==> src/rtl/fx2_cmd_parser_pkg.sv <==
// Shared constants, FSM state type and helpers for the FX2 command parser.
// Register address constants mirror the fx2_timetag register map.
package fx2_cmd_parser_pkg;

  localparam logic [7:0] CMD_MAGIC = 8'hAA;
  localparam logic [7:0] CMD_RD    = 8'h00;
  localparam logic [7:0] CMD_WR    = 8'h01;

  localparam logic [15:0] REG_VERSION      = 16'd1;
  localparam logic [15:0] REG_CLOCKRATE    = 16'd2;
  localparam logic [15:0] REG_CAPTURE_CTRL = 16'd3;
  localparam logic [15:0] REG_STROBE_EN    = 16'd4;
  localparam logic [15:0] REG_DELTA_EN     = 16'd5;

  localparam int unsigned ACK_TIMEOUT_DEF = 64;
  localparam int unsigned PKT_TIMEOUT_DEF = 4096;

  typedef enum logic [2:0] {
    ST_IDLE,
    ST_RW,
    ST_ADDR,
    ST_VAL,
    ST_ISSUE,
    ST_WAIT_ACK,
    ST_REPLY
  } state_t;

  function automatic logic [7:0] sat_inc(input logic [7:0] v);
    return (v == 8'hFF) ? v : v + 8'd1;
  endfunction

endpackage

==> src/rtl/fx2_cmd_parser_if.sv <==
// Command stream, register bus and reply stream of the FX2 command parser.
// The parser uses the slave view; the surrounding FIFO/register logic uses master.
interface fx2_cmd_parser_if;
  logic [7:0]  in_data;
  logic        in_valid;
  logic        in_ready;
  logic [15:0] reg_addr;
  logic [31:0] reg_wdata;
  logic        reg_wr;
  logic        reg_rd;
  logic [31:0] reg_rdata;
  logic        reg_ack;
  logic [7:0]  reply_data;
  logic        reply_valid;
  logic        reply_ready;
  logic [7:0]  err_count;

  modport master (
    output in_data, in_valid, reg_rdata, reg_ack, reply_ready,
    input  in_ready, reg_addr, reg_wdata, reg_wr, reg_rd, reply_data, reply_valid, err_count
  );

  modport slave (
    input  in_data, in_valid, reg_rdata, reg_ack, reply_ready,
    output in_ready, reg_addr, reg_wdata, reg_wr, reg_rd, reply_data, reply_valid, err_count
  );
endinterface

==> src/rtl/fx2_reply_ser.sv <==
// 32-bit word to byte-stream serializer with valid/ready handshake, LSB first.
// 'last' flags the handshake that consumes the final byte of the word.
module fx2_reply_ser (
  input  logic        fx2_clk,
  input  logic        reset_n,
  input  logic        load,
  input  logic [31:0] load_data,
  input  logic        ready,
  output logic [7:0]  data,
  output logic        valid,
  output logic        last
);
  logic [31:0] shreg;
  logic [2:0]  left;

  always_ff @(posedge fx2_clk or negedge reset_n) begin
    if (!reset_n) begin
      shreg <= '0;
      left  <= '0;
    end else if (load) begin
      shreg <= load_data;
      left  <= 3'd4;
    end else if (valid && ready) begin
      shreg <= {8'h00, shreg[31:8]};
      left  <= left - 3'd1;
    end
  end

  assign valid = (left != 3'd0);
  assign data  = shreg[7:0];
  assign last  = valid && ready && (left == 3'd1);

endmodule

==> src/rtl/fx2_cmd_parser.sv <==
// Frames 8-byte register packets from the FX2 OUT-FIFO, performs one register
// bus access per packet and streams the 32-bit result back to the IN-FIFO.
module fx2_cmd_parser
  import fx2_cmd_parser_pkg::*;
#(
  parameter int unsigned ACK_TIMEOUT = ACK_TIMEOUT_DEF,
  parameter int unsigned PKT_TIMEOUT = PKT_TIMEOUT_DEF
) (
  input logic             fx2_clk,
  input logic             reset_n,
  fx2_cmd_parser_if.slave bus
);
  localparam logic [15:0] ACK_LIMIT = 16'(ACK_TIMEOUT);
  localparam logic [15:0] PKT_LIMIT = 16'(PKT_TIMEOUT - 1);

  state_t      state, state_next;
  logic [2:0]  byte_cnt;
  logic        is_write;
  logic [15:0] addr_q;
  logic [31:0] wdata_q;
  logic [15:0] ack_cnt;
  logic [15:0] pkt_cnt;
  logic [7:0]  err_q;
  logic        in_pkt, accept, rw_ok, waiting;
  logic        pkt_expired, ack_expired;
  logic        ser_load, ser_last, err_inc;
  logic [31:0] ser_load_data;

  assign in_pkt      = (state == ST_RW) || (state == ST_ADDR) || (state == ST_VAL);
  assign accept      = bus.in_valid && (in_pkt || (state == ST_IDLE));
  assign rw_ok       = (bus.in_data == CMD_RD) || (bus.in_data == CMD_WR);
  assign waiting     = (state == ST_ISSUE) || (state == ST_WAIT_ACK);
  assign pkt_expired = in_pkt && !accept && (pkt_cnt >= PKT_LIMIT);
  assign ack_expired = (state == ST_WAIT_ACK) && !bus.reg_ack && (ack_cnt >= ACK_LIMIT);

  always_ff @(posedge fx2_clk or negedge reset_n) begin
    if (!reset_n) state <= ST_IDLE;
    else          state <= state_next;
  end

  always_comb begin
    state_next = state;
    unique case (state)
      ST_IDLE:     if (accept && bus.in_data == CMD_MAGIC) state_next = ST_RW;
      ST_RW: begin
        if (accept)           state_next = rw_ok ? ST_ADDR : ST_IDLE;
        else if (pkt_expired) state_next = ST_IDLE;
      end
      ST_ADDR: begin
        if (accept && byte_cnt == 3'd1) state_next = ST_VAL;
        else if (pkt_expired)           state_next = ST_IDLE;
      end
      ST_VAL: begin
        if (accept && byte_cnt == 3'd3) state_next = ST_ISSUE;
        else if (pkt_expired)           state_next = ST_IDLE;
      end
      // An ack arriving together with the strobe skips the wait entirely.
      ST_ISSUE:    state_next = bus.reg_ack ? ST_REPLY : ST_WAIT_ACK;
      ST_WAIT_ACK: if (bus.reg_ack || ack_expired) state_next = ST_REPLY;
      ST_REPLY:    if (ser_last) state_next = ST_IDLE;
      default:     state_next = ST_IDLE;
    endcase
  end

  always_comb begin
    bus.in_ready  = in_pkt || (state == ST_IDLE);
    bus.reg_rd    = (state == ST_ISSUE) && !is_write;
    bus.reg_wr    = (state == ST_ISSUE) && is_write;
    ser_load      = waiting && (bus.reg_ack || ack_expired);
    ser_load_data = bus.reg_ack ? bus.reg_rdata : 32'hFFFF_FFFF;
    err_inc       = pkt_expired || ack_expired || ((state == ST_RW) && accept && !rw_ok);
  end

  // Address and value bytes shift in from the top so the first byte ends up least significant.
  always_ff @(posedge fx2_clk or negedge reset_n) begin
    if (!reset_n) begin
      byte_cnt <= '0;
      is_write <= 1'b0;
      addr_q   <= '0;
      wdata_q  <= '0;
      pkt_cnt  <= '0;
      ack_cnt  <= '0;
      err_q    <= '0;
    end else begin
      if (state_next != state)
        byte_cnt <= '0;
      else if (accept && (state == ST_ADDR || state == ST_VAL))
        byte_cnt <= byte_cnt + 3'd1;
      if (accept && state == ST_RW)   is_write <= (bus.in_data == CMD_WR);
      if (accept && state == ST_ADDR) addr_q   <= {bus.in_data, addr_q[15:8]};
      if (accept && state == ST_VAL)  wdata_q  <= {bus.in_data, wdata_q[31:8]};
      pkt_cnt <= (in_pkt && !accept) ? pkt_cnt + 16'd1 : '0;
      ack_cnt <= (state == ST_ISSUE)    ? 16'd1 :
                 (state == ST_WAIT_ACK) ? ack_cnt + 16'd1 : '0;
      if (err_inc) err_q <= sat_inc(err_q);
    end
  end

  fx2_reply_ser u_reply_ser (
    .fx2_clk   (fx2_clk),
    .reset_n   (reset_n),
    .load      (ser_load),
    .load_data (ser_load_data),
    .ready     (bus.reply_ready),
    .data      (bus.reply_data),
    .valid     (bus.reply_valid),
    .last      (ser_last)
  );

  assign bus.reg_addr  = addr_q;
  assign bus.reg_wdata = wdata_q;
  assign bus.err_count = err_q;

endmodule
==> src/flat_wrapper.sv <==
// flat-port wrapper written by rule: the top's interface ports become plain ports
module fx2_cmd_parser_flat import fx2_cmd_parser_pkg::*;
#(
  parameter int unsigned ACK_TIMEOUT = ACK_TIMEOUT_DEF,
  parameter int unsigned PKT_TIMEOUT = PKT_TIMEOUT_DEF
)
  (fx2_clk, reset_n, bus_in_data, bus_in_valid, bus_reg_rdata, bus_reg_ack, bus_reply_ready, bus_in_ready, bus_reg_addr, bus_reg_wdata, bus_reg_wr, bus_reg_rd, bus_reply_data, bus_reply_valid, bus_err_count);
  fx2_cmd_parser_if bus_i ();
  input logic fx2_clk;
  input logic reset_n;
  input wire logic [$bits(bus_i.in_data)-1:0] bus_in_data;
  input wire logic [$bits(bus_i.in_valid)-1:0] bus_in_valid;
  input wire logic [$bits(bus_i.reg_rdata)-1:0] bus_reg_rdata;
  input wire logic [$bits(bus_i.reg_ack)-1:0] bus_reg_ack;
  input wire logic [$bits(bus_i.reply_ready)-1:0] bus_reply_ready;
  output wire logic [$bits(bus_i.in_ready)-1:0] bus_in_ready;
  output wire logic [$bits(bus_i.reg_addr)-1:0] bus_reg_addr;
  output wire logic [$bits(bus_i.reg_wdata)-1:0] bus_reg_wdata;
  output wire logic [$bits(bus_i.reg_wr)-1:0] bus_reg_wr;
  output wire logic [$bits(bus_i.reg_rd)-1:0] bus_reg_rd;
  output wire logic [$bits(bus_i.reply_data)-1:0] bus_reply_data;
  output wire logic [$bits(bus_i.reply_valid)-1:0] bus_reply_valid;
  output wire logic [$bits(bus_i.err_count)-1:0] bus_err_count;
  assign bus_i.in_data = bus_in_data;
  assign bus_i.in_valid = bus_in_valid;
  assign bus_i.reg_rdata = bus_reg_rdata;
  assign bus_i.reg_ack = bus_reg_ack;
  assign bus_i.reply_ready = bus_reply_ready;
  assign bus_in_ready = bus_i.in_ready;
  assign bus_reg_addr = bus_i.reg_addr;
  assign bus_reg_wdata = bus_i.reg_wdata;
  assign bus_reg_wr = bus_i.reg_wr;
  assign bus_reg_rd = bus_i.reg_rd;
  assign bus_reply_data = bus_i.reply_data;
  assign bus_reply_valid = bus_i.reply_valid;
  assign bus_err_count = bus_i.err_count;
  fx2_cmd_parser #(.ACK_TIMEOUT(ACK_TIMEOUT), .PKT_TIMEOUT(PKT_TIMEOUT)) u_core (.fx2_clk(fx2_clk), .reset_n(reset_n), .bus(bus_i));
endmodule
==> config.mk <==
export PLATFORM = sky130hd
export DESIGN_NAME = fx2_cmd_parser_flat
export DESIGN_NICKNAME = d
export VERILOG_FILES = /design/src/rtl/fx2_cmd_parser_pkg.sv /design/src/rtl/fx2_cmd_parser_if.sv /design/src/rtl/fx2_reply_ser.sv /design/src/rtl/fx2_cmd_parser.sv /design/src/flat_wrapper.sv
export SDC_FILE = /design/constraint.sdc
export NUM_CORES = 1
export LEC_CHECK = 0
export CORE_AREA = 4 4 214 112
export DETAILED_ROUTE_END_ITERATION = 12
export DIE_AREA = 0 0 218 116
export SLEW_MARGIN = 15
export SYNTH_ARGS = -nofsm -noshare
export SYNTH_HDL_FRONTEND = slang
export SYNTH_SLANG_ARGS = --single-unit
==> constraint.sdc <==
create_clock -name fx2_clk -period 3.25 [get_ports fx2_clk]
set_clock_uncertainty 0.15 [all_clocks]
set_input_delay 0.4875 -clock fx2_clk [delete_from_list [all_inputs] [get_ports fx2_clk]]
set_output_delay 0.4875 -clock fx2_clk [all_outputs]
set_load 0.03 [all_outputs]
==> results.yml <==
detailed_routing:
  drtAntennaViolNets: 0
  viasPerCell: 4.45
  drt_iter0_markers: 290
  wirelength_um: 15300
  drc: 0
  drtPass1Iterations: 4
  via_count: 4429
  wire_per_inst_um: 15.4
die:
  core_area_um2: 22300
  io-pin-count: 113
  rows: 39
  die_area_um2: 25300
  die_height_um: 116
  die_w_um: 218
  initial_core_util_pct: 27.3
clock_tree:
  h-tree-depth: 4
  cts_tree: "done"
  cts_max_path_buffers: 2
  insertion_delay_ns: 0.41
  cts_setup_buffers: 0
  post_cts_resized: 0
  clk_transition_reported_paths_ns: 0.06
  cts_root_buf: "clkbuf_16"
  cts.sinks: 130
  numCtsBuffers: 17
yosys:
  yosys-top-cells-area: "dfrtp_1 (54%), mux2_2 (8.7%), nand2_1 (4.0%)"
  synth.yosys.seq_area_share_pct: 53.5
  synth_top_cell_by_area: "dfrtp_1"
  synthesis.area_um2: 6080
  synth_top_area_share_pct: 53.5
  ys_seq_elements: 130
  ys_warn_count: 0
  yosysUniqueCellTypes: 44
  synthesis.nets: 622
  synth_cells: 567
  avgSynthCellArea_um2: 10.7
final_layout:
  final_cell_count_no_fill: 995
  layout_common_cells: "dfrtp_1 (130), clkdlybuf4s50_1 (111), nand2_1 (65), mux2_2 (47), nor2_1 (37)"
  antenna_cells: 0
  nNetsFinal: 730
  areaGrowthSynthToFinish_pct: 34.6
  drive_above_1_share_pct: 15.4
  layout_commonest_cell: "dfrtp_1"
setup_path:
  cpPeakStageDelay_ns: 0.72
  cpMaxStageDelayCell: "clkdlybuf4s50_1"
  crit_path_max_fanout: 12
  path_cells: "nand2b_1, nor3_1, clkdlybuf4s50_1"
  required_ns: 2.61
  critPathTopFamily: "buffers and inverters"
  arrival_ns: 2.08
  startpoint_type: "flip-flop"
  worst-path-buf-inv: 1
  setup.worst_path.class: "flip-flop to output port"
  critPathCaptureType: "output port"
global_routing:
  grt_pass1_wl_um: 25200
  antenna_found_initial: 1
  first_global_vias: 4465
  grt_overflow: 0
  grt_usage_pct: 12.7
  grt_max_degree: 62
timing:
  rsz0062_at_grt: "no"
  worst_slew_pin_slew_ns: 0.701
  setup_tns_ns: 0
  hold_viol_final: 0
  slew_viol_final: 0
  fin_crit_sh_pct: 83.5
  max_clock_freq_mhz: 369
  setup_viol: 0
  relSlewSlack_pct: 52.9
  period_needed_ns: 2.71
placed_design:
  dpl.hpwl_um: 11000
  port_buffers: 112
  dp_cells: 962
  gp_congestion: 0.775
pwr:
  power.density_nw_per_um2: 861
  p_leak_nw: 3.40
  irDropWorstVdd_mv: 0.271
outcome:
  status: "completed"
job:
  cap_violations: 0
min_path:
  hold_path_class: "flip-flop to flip-flop"
[report_power, final]
part | switching [mW] | internal, mW
Combinational | 1.39 | 1.13
Sequential | 0.417 | 2.12
Clock | 0.740 | 1.24
[path summary, 6_finish.rpt]
| check | slack [ns] | cells past startpoint | to | from |
|---|---|---|---|---|
| max in group asynchronous | 1.78 | 3 | u_core.u_reply_ser.shreg[7]$_DFFE_PN0P_ | reset_n |
| worst min register to register | 0.33 | 1 | u_core.pkt_cnt[0]$_DFF_PN0_ | u_core.pkt_cnt[0]$_DFF_PN0_ |
| worst max register to register | 0.78 | 7 | u_core.bus.err_count[1]$_DFFE_PN0P_ | u_core.pkt_cnt[0]$_DFF_PN0_ |
| min in group asynchronous | 0.40 | 2 | u_core.u_reply_ser.shreg[23]$_DFFE_PN0P_ | reset_n |
| worst min-delay path | 0.33 | 1 | u_core.pkt_cnt[0]$_DFF_PN0_ | u_core.pkt_cnt[0]$_DFF_PN0_ |
| worst max-delay path | 0.54 | 3 | bus_reg_wr | u_core.state[2]$_DFF_PN0_ |
[state kept, by name (all words and copies together), names as in the netlist]
signal,flops
u_core.bus.reg_wdata,32
u_core.u_reply_ser.shreg,32
u_core.ack_cnt,16
u_core.bus.reg_addr,16
u_core.pkt_cnt,16
u_core.bus.err_count,8
u_core.byte_cnt,3
u_core.state,3
u_core.u_reply_ser.left,3
u_core.is_write,1
[per-layer routing]
layer | up-vias | global-route usage (%) | share of wire [%] | wire, µm
met3 | 12 | 4.48 | 5.2 | 800
met5 | - | 0 | 0.085 | 13
met2 | 78 | 16.2 | 38 | 5840
li1 | 2196 | - | - | -
met4 | 2 | 3.07 | 0.73 | 112
met1 | 2141 | 19.9 | 56 | 8500
[cells in the mapped netlist]
cell type and n:
o22ai_1 2, xor2_1 22, nor2b_1 10, mux2_2 47, a311oi_1 1, o2111ai_1 1, inv_2 1, nand2_2 1
nor3b_1 25, nand2b_1 4, nor4bb_1 3, a21boi_1 3, mux2_4 1, a31oi_1 25, clkbuf_1 25, nor2_2 1
nand2_1 65, nand3b_1 3, buf_4 8, dfrtp_1 130, nor4_1 2, a31o_2 1, o31ai_1 1, o211ai_1 3
and3_1 8, ha_1 10, a2bb2oi_1 2, a21oi_1 9, o31a_2 1, o21ai_0 6, a222oi_1 1, nand3_1 28
nor4_4 3, xnor2_1 12, nand4_1 11, o21ai_1 9, nor4_2 1, nor3_1 14, and4_1 3, or3_1 6
buf_2 4, and2_1 3, inv_1 13, nor2_1 38
[cells by family after synthesis]
family	synth area share, %
AND/OR/NAND/NOR	20.2
flip-flops	53.5
AO/OA/AOI/OAI	6.67
buffers and inverters	3.73
multiplexers	8.95
XOR/XNOR	4.90
adder cells (fa/ha/maj)	2.06
[metrics by stage]
step	instance area [µm²]	utilization, %	worst slack [ns]	hold slack (ns)	power, mW
after floorplan	6080	-	1.00	0.0419	4.03
after global placement	7560	34.0	0.569	0.281	5.10
after detailed placement	7560	34.0	0.467	0.284	5.12
after CTS	8190	36.8	0.517	0.332	7.14
after global routing	8190	36.8	0.379	0.357	7.46
final	8190	36.8	0.536	0.329	7.04
[cell type report]
class                   instances  area, µm²
clock buffers                  19        453
inverters                      14       52.6
fillers                      2232      14100
repair buffers                126       1250
flip-flops and latches        130       3250
multi-input cells             386       2630
clock inverters                13        160
well taps                     307        384
[repair_timing]
| item | 4_1_cts | 5_1_grt |
|---|---|---|
| setup endpoints to repair | 0 | 0 |
| hold buffers | 1 | 0 |
| hold endpoints to repair | 38 | 0 |
(Power assumes the default switching activity.)
